$ cat config.mk
export PLATFORM = sky130hd
export DESIGN_NAME = audio_adc_rx
export DESIGN_NICKNAME = d
export VERILOG_FILES = /design/src/rtl/audio_adc_rx.sv
export SDC_FILE = /design/constraint.sdc
export NUM_CORES = 1
export LEC_CHECK = 0
export CAP_MARGIN = 15
export CELL_PAD_IN_SITES_DETAIL_PLACEMENT = 0
export CELL_PAD_IN_SITES_GLOBAL_PLACEMENT = 1
export CORE_MARGIN = 1.5
export CORE_UTILIZATION = 38
export DETAILED_ROUTE_END_ITERATION = 7
export PLACE_DENSITY = 0.78
export SYNTH_ARGS = -nofsm -noshare
export SYNTH_HDL_FRONTEND = slang
export SYNTH_SLANG_ARGS = --single-unit
$ cat constraint.sdc
create_clock -name clk_aud_ref -period 1.6 [get_ports clk_aud_ref]
set_clock_uncertainty 0.05 [all_clocks]
set_input_delay 0.32 -clock clk_aud_ref [delete_from_list [all_inputs] [get_ports clk_aud_ref]]
set_output_delay 0.32 -clock clk_aud_ref [all_outputs]
set_load 0.01 [all_outputs]
$ cat src/rtl/audio_adc_rx.sv
// I2S capture master for the WM8731 ADC path: generates bclk/adclrck, deserialises
// adcdat into 16-bit left/right words and offers each stereo frame on valid/ready.
module audio_adc_rx #(
    parameter int BCLK_HALF = 3,
    parameter int SLOT_BITS = 32,
    parameter int WORD_BITS = 16
) (
    input  logic                 clk_aud_ref,
    input  logic                 rst,
    input  logic                 en,
    input  logic                 adcdat,
    output logic                 bclk,
    output logic                 adclrck,
    output logic [WORD_BITS-1:0] audio_l,
    output logic [WORD_BITS-1:0] audio_r,
    output logic                 sample_valid,
    input  logic                 sample_ready,
    output logic                 overrun,
    input  logic                 ovr_clr
);

    // Handshake: a frame moves downstream in every cycle where sample_valid and
    // sample_ready are both high; sample_valid never drops without such a transfer
    // except on reset, and a new frame replaces an unaccepted one (flagging overrun).

    localparam int DIV_W = (BCLK_HALF > 1) ? $clog2(BCLK_HALF) : 1;
    localparam int BIT_W = $clog2(2 * SLOT_BITS);

    localparam logic [DIV_W-1:0] DIV_LAST = DIV_W'(BCLK_HALF - 1);
    localparam logic [BIT_W-1:0] BIT_LAST = BIT_W'(2 * SLOT_BITS - 1);
    localparam logic [BIT_W-1:0] SLOT_LEN = BIT_W'(SLOT_BITS);
    localparam logic [BIT_W-1:0] WORD_LEN = BIT_W'(WORD_BITS);

    typedef enum logic {
        IDLE = 1'b0,
        RUN  = 1'b1
    } state_t;

    state_t               state;
    state_t               state_nxt;
    logic [DIV_W-1:0]     div_cnt;
    logic [BIT_W-1:0]     bit_cnt;
    logic [WORD_BITS-1:0] shift_reg;
    logic [WORD_BITS-1:0] l_stage;
    logic                 load_pend;

    logic                 tick;
    logic                 bclk_rise;
    logic                 bclk_fall;
    logic                 frame_wrap;
    logic [BIT_W-1:0]     bit_nxt;
    logic                 right_slot;
    logic [BIT_W-1:0]     slot_pos;
    logic                 data_bit;
    logic                 word_end;
    logic [WORD_BITS-1:0] shift_nxt;
    logic                 xfer;
    logic                 ovr_set;

    always_comb begin
        tick       = (state == RUN) && (div_cnt == DIV_LAST);
        bclk_rise  = tick && !bclk;
        bclk_fall  = tick && bclk;
        bit_nxt    = (bit_cnt == BIT_LAST) ? '0 : bit_cnt + 1'b1;
        frame_wrap = bclk_fall && (bit_cnt == BIT_LAST);
        right_slot = (bit_cnt >= SLOT_LEN);
        slot_pos   = right_slot ? (bit_cnt - SLOT_LEN) : bit_cnt;
        // Position 0 is the I2S delay bit; positions past the word are padding.
        data_bit   = (slot_pos != '0) && (slot_pos <= WORD_LEN);
        word_end   = (slot_pos == WORD_LEN);
        shift_nxt  = {shift_reg[WORD_BITS-2:0], adcdat};
        xfer       = sample_valid && sample_ready;
        ovr_set    = load_pend && sample_valid && !sample_ready;
    end

    always_comb begin
        state_nxt = state;
        case (state)
            IDLE: if (en) state_nxt = RUN;
            RUN:  if (frame_wrap && !en) state_nxt = IDLE;
            default: state_nxt = IDLE;
        endcase
    end

    always_ff @(posedge clk_aud_ref) begin
        if (rst) state <= IDLE;
        else     state <= state_nxt;
    end

    // Bit clock, frame clock and capture path.
    always_ff @(posedge clk_aud_ref) begin
        if (rst) begin
            div_cnt   <= '0;
            bit_cnt   <= '0;
            bclk      <= 1'b0;
            adclrck   <= 1'b0;
            shift_reg <= '0;
            l_stage   <= '0;
            load_pend <= 1'b0;
        end else begin
            load_pend <= 1'b0;
            if (state == RUN) begin
                div_cnt <= tick ? '0 : div_cnt + 1'b1;
                if (tick) bclk <= ~bclk;
                if (bclk_fall) begin
                    bit_cnt <= bit_nxt;
                    adclrck <= (bit_nxt >= SLOT_LEN);
                end
                if (bclk_rise && data_bit) begin
                    shift_reg <= shift_nxt;
                    if (word_end) begin
                        if (right_slot) load_pend <= 1'b1;
                        else            l_stage   <= shift_nxt;
                    end
                end
            end
        end
    end

    // Output frame register; the right word is still in shift_reg one cycle later.
    always_ff @(posedge clk_aud_ref) begin
        if (rst) begin
            audio_l      <= '0;
            audio_r      <= '0;
            sample_valid <= 1'b0;
            overrun      <= 1'b0;
        end else begin
            if (load_pend) begin
                audio_l      <= l_stage;
                audio_r      <= shift_reg;
                sample_valid <= 1'b1;
            end else if (xfer) begin
                sample_valid <= 1'b0;
            end
            if (ovr_set)      overrun <= 1'b1;
            else if (ovr_clr) overrun <= 1'b0;
        end
    end

endmodule
==> metrics.txt, run 1 <==
Cell Area, Synth 2930 µm²; final net count 337; commonest non-fill, non-tap cell in the layout dfxtp_1; Top Ports 42; CTS root buf clkbuf_8; Post-DP HPWL 3.52 mm; clk sinks 77; CP Cell Sequence inv_2 > ha_4 > nor3b_2 > xnor2_1 > and2_4 > clkbuf_16 > mux2i_1; Peak Freq 0.643 GHz; pin slew with the least headroom to its limit 0.337 ns; Post-synth EDFFs 0; FF-to-FF path depth 7; CP peak stage delay 0.35 ns; hold crit path type in2reg; fin cells 433; drt drc 0; pre-CTS setup slack -0.00577 ns; max-cap viol count 0; Antenna Cells 0; Critical Path AT 1.78 ns; warnings from Yosys 0; num rows 31; Congestion Overflow GR 0; sequential element share of the synthesized area 0.526; via-per-instance ratio 4.67; Fin. Hold Viols 0; synthesis-to-layout area growth 30.1%; r2r setup slk 0.04 ns; kind of critical path reg2reg; commonest non-fill, non-tap cells in the layout dfxtp_1, mux2i_1, nor2_1; Leak 1.63 nW; startpoint types flop; largest net degree at the start of global routing 53; r2r endpoint shift_reg[11]; CTS buffer count 9; PwrDens 960 nW/µm²; Synth Area in XOR/XNOR 0.0179; Peak VDD IR 0.429 mV; initial antenna violation count 0; Synth cell types 31; Total Wirelength 5.34 mm; Setup WS post-layout 0.0450 ns; Filler Cell Count 697; status finished, final reports clean; Inst Count DP 415; Mean Syn Cell Area 10.6 µm²; Syn Inst Count 277; CP max stage cell dfxtp_2; vias in the first global route 1922; Req. time, crit path 1.82 ns; layout cells sized above 1 0.144; I/O Buffers 41; die outline width 90.9 µm; dominant synthesized flop cell dfxtp_1; vias 2020; final setup vio count 0; DR iter-0 viols 77; H-tree levels 3; RSZ-0062 raised after global routing true; Synth Area in Simple Gates 0.170; Period Utilization, post-route 0.972; DIE AREA 8250 µm²; clk_lat worst skew 0.34 ns; die height 90.9 µm; fin. max-slew vios 0; main combinational cell family by area after synthesis multiplexers; Placer Congestion 0.820; first-pass iteration count of the detailed router 4; Worst-path clk slew 0.08 ns; post-synthesis register bit count 77; CP startpoint bit_cnt[0]; Worst slew margin 0.774; Core Box Area 7370 µm²; Synth Area in Adders 0.00853; post-synthesis mux area share 0.218; CTS max path bufs 2; CTS tree done; syn_nets 285; drt wl/cell 12.3 µm; Initial Util 0.398; hold path depth 3; Detail Route Antenna Nets 0; Worst setup endpoint shift_reg[11]; global-route wire length before repair 9.12 mm; Crit Path Max Fanout 7; complex-gate fraction of the synthesized area 0.0230; GRT Total Usage 0.139; RR Startpoint bit_cnt[0]; hold_buf cts 0; critical path capture point type flop; Async S/R FF share, synth 0; minimum clock period 1.56 ns
==> metal layers <==
metal | routed length [µm] | vias up | global-route usage
met3 | 236 | 7 | 0.0505
met1 | 2660 | 934 | 0.182
met2 | 2360 | 40 | 0.208
li1 | - | 1039 | -
met4 | 82 | 0 | 0.0547
met5 | 0 | - | 0
==> layout make-up <==
| type | count | area (µm²) | area share |
|---|---|---|---|
| Sequential cell | 77 | 1550 | 0.406 |
| Multi-Input combinational cell | 181 | 1320 | 0.346 |
| Timing Repair Buffer | 57 | 577 | 0.151 |
| Clock buffer | 11 | 151 | 0.0397 |
| Tap cell | 99 | 124 | 0.0325 |
| Clock inverter | 5 | 81.3 | 0.0213 |
| Inverter | 3 | 11.3 | 0.00295 |
==> per-stage QoR <==
stage	setup TNS [ns]	util	instance area (µm²)	total power, mW	hold slack (ns)
after floorplan	-1.28	-	2980	2.02	0.401
after global placement	0	0.481	3550	2.05	0.422
after detailed placement	-0.00577	0.481	3550	2.05	0.432
after CTS	-0.0957	0.509	3750	3.71	0.319
after global routing	-1.13	0.518	3820	3.80	0.339
final	0	0.518	3820	3.66	0.334
==> Yosys cell counts, types with 2 or more instances <==
cell / number / area share
nand3_1: 2 / 0.0034
ha_1: 2 / 0.0085
dfxtp_1: 77 / 0.53
a21oi_1: 3 / 0.0051
buf_6: 2 / 0.0077
nor2_1: 62 / 0.079
and2_1: 3 / 0.0064
and3_1: 2 / 0.0043
nand2b_1: 17 / 0.036
inv_1: 3 / 0.0038
nand2_1: 2 / 0.0026
a31oi_1: 2 / 0.0043
clkbuf_1: 6 / 0.0077
xnor2_1: 5 / 0.015
nor2b_1: 2 / 0.0043
a311oi_1: 2 / 0.0060
mux2i_1: 64 / 0.22
buf_4: 4 / 0.010
nand4b_1: 2 / 0.0060
buf_2: 4 / 0.0068
==> kinds of logic (layout without fill, tap and decap cells) <==
family	count (synthesis)	count (layout)
xor+xnor	6	6
buf+inv	19	76
flops	77	77
compound gates	10	10
fa+ha+maj	2	2
mux	64	64
simple gates	99	99
==> what timing repair did <==
item	CTS	global route
cloned	0	1
gates resized for setup	31	13
endpoints found under the setup margin	38	38
buffers inserted	0	1
pin swaps	0	3
==> worst max-delay path, delay by kind of cell (launching register included) <==
kind / cells / cell delay (ns)
XOR/XNOR: 1 / 0.18
multiplexers: 1 / 0.18
AND/OR/NAND/NOR: 2 / 0.35
adder cells (fa/ha/maj): 1 / 0.16
flip-flops: 1 / 0.35
buffers and inverters: 2 / 0.21
==> how the worst min path moves through the flow <==
stage | from | to
global route | rst | load_pend
global placement | audio_r[1] | audio_r[1]
floorplan | shift_reg[15] | shift_reg[15]
detailed placement | audio_r[1] | audio_r[1]
finish | rst | load_pend
CTS | rst | adclrck
==> report_power, final <==
group / internal [mW] / leakage, nW / switching [mW]
registers: 1.92 / 0.623 / 0.00872
clock network: 0.966 / 0.116 / 0.698
logic: 0.0331 / 0.887 / 0.0387
total: 2.92 / 1.63 / 0.745
Power figures use the tool's default switching activity.
==> run 2, diff against run 1 <==
--- a/config.mk
+++ b/config.mk
@@ -10,6 +10,7 @@
 export CELL_PAD_IN_SITES_GLOBAL_PLACEMENT = 1
 export CORE_MARGIN = 1.5
 export CORE_UTILIZATION = 38
+export CTS_CLUSTER_SIZE = 28
 export DETAILED_ROUTE_END_ITERATION = 7
 export PLACE_DENSITY = 0.78
 export SYNTH_ARGS = -nofsm -noshare
==> results of run 2 <==
The final DEF is identical to that of run 1; final timing and power are the same.
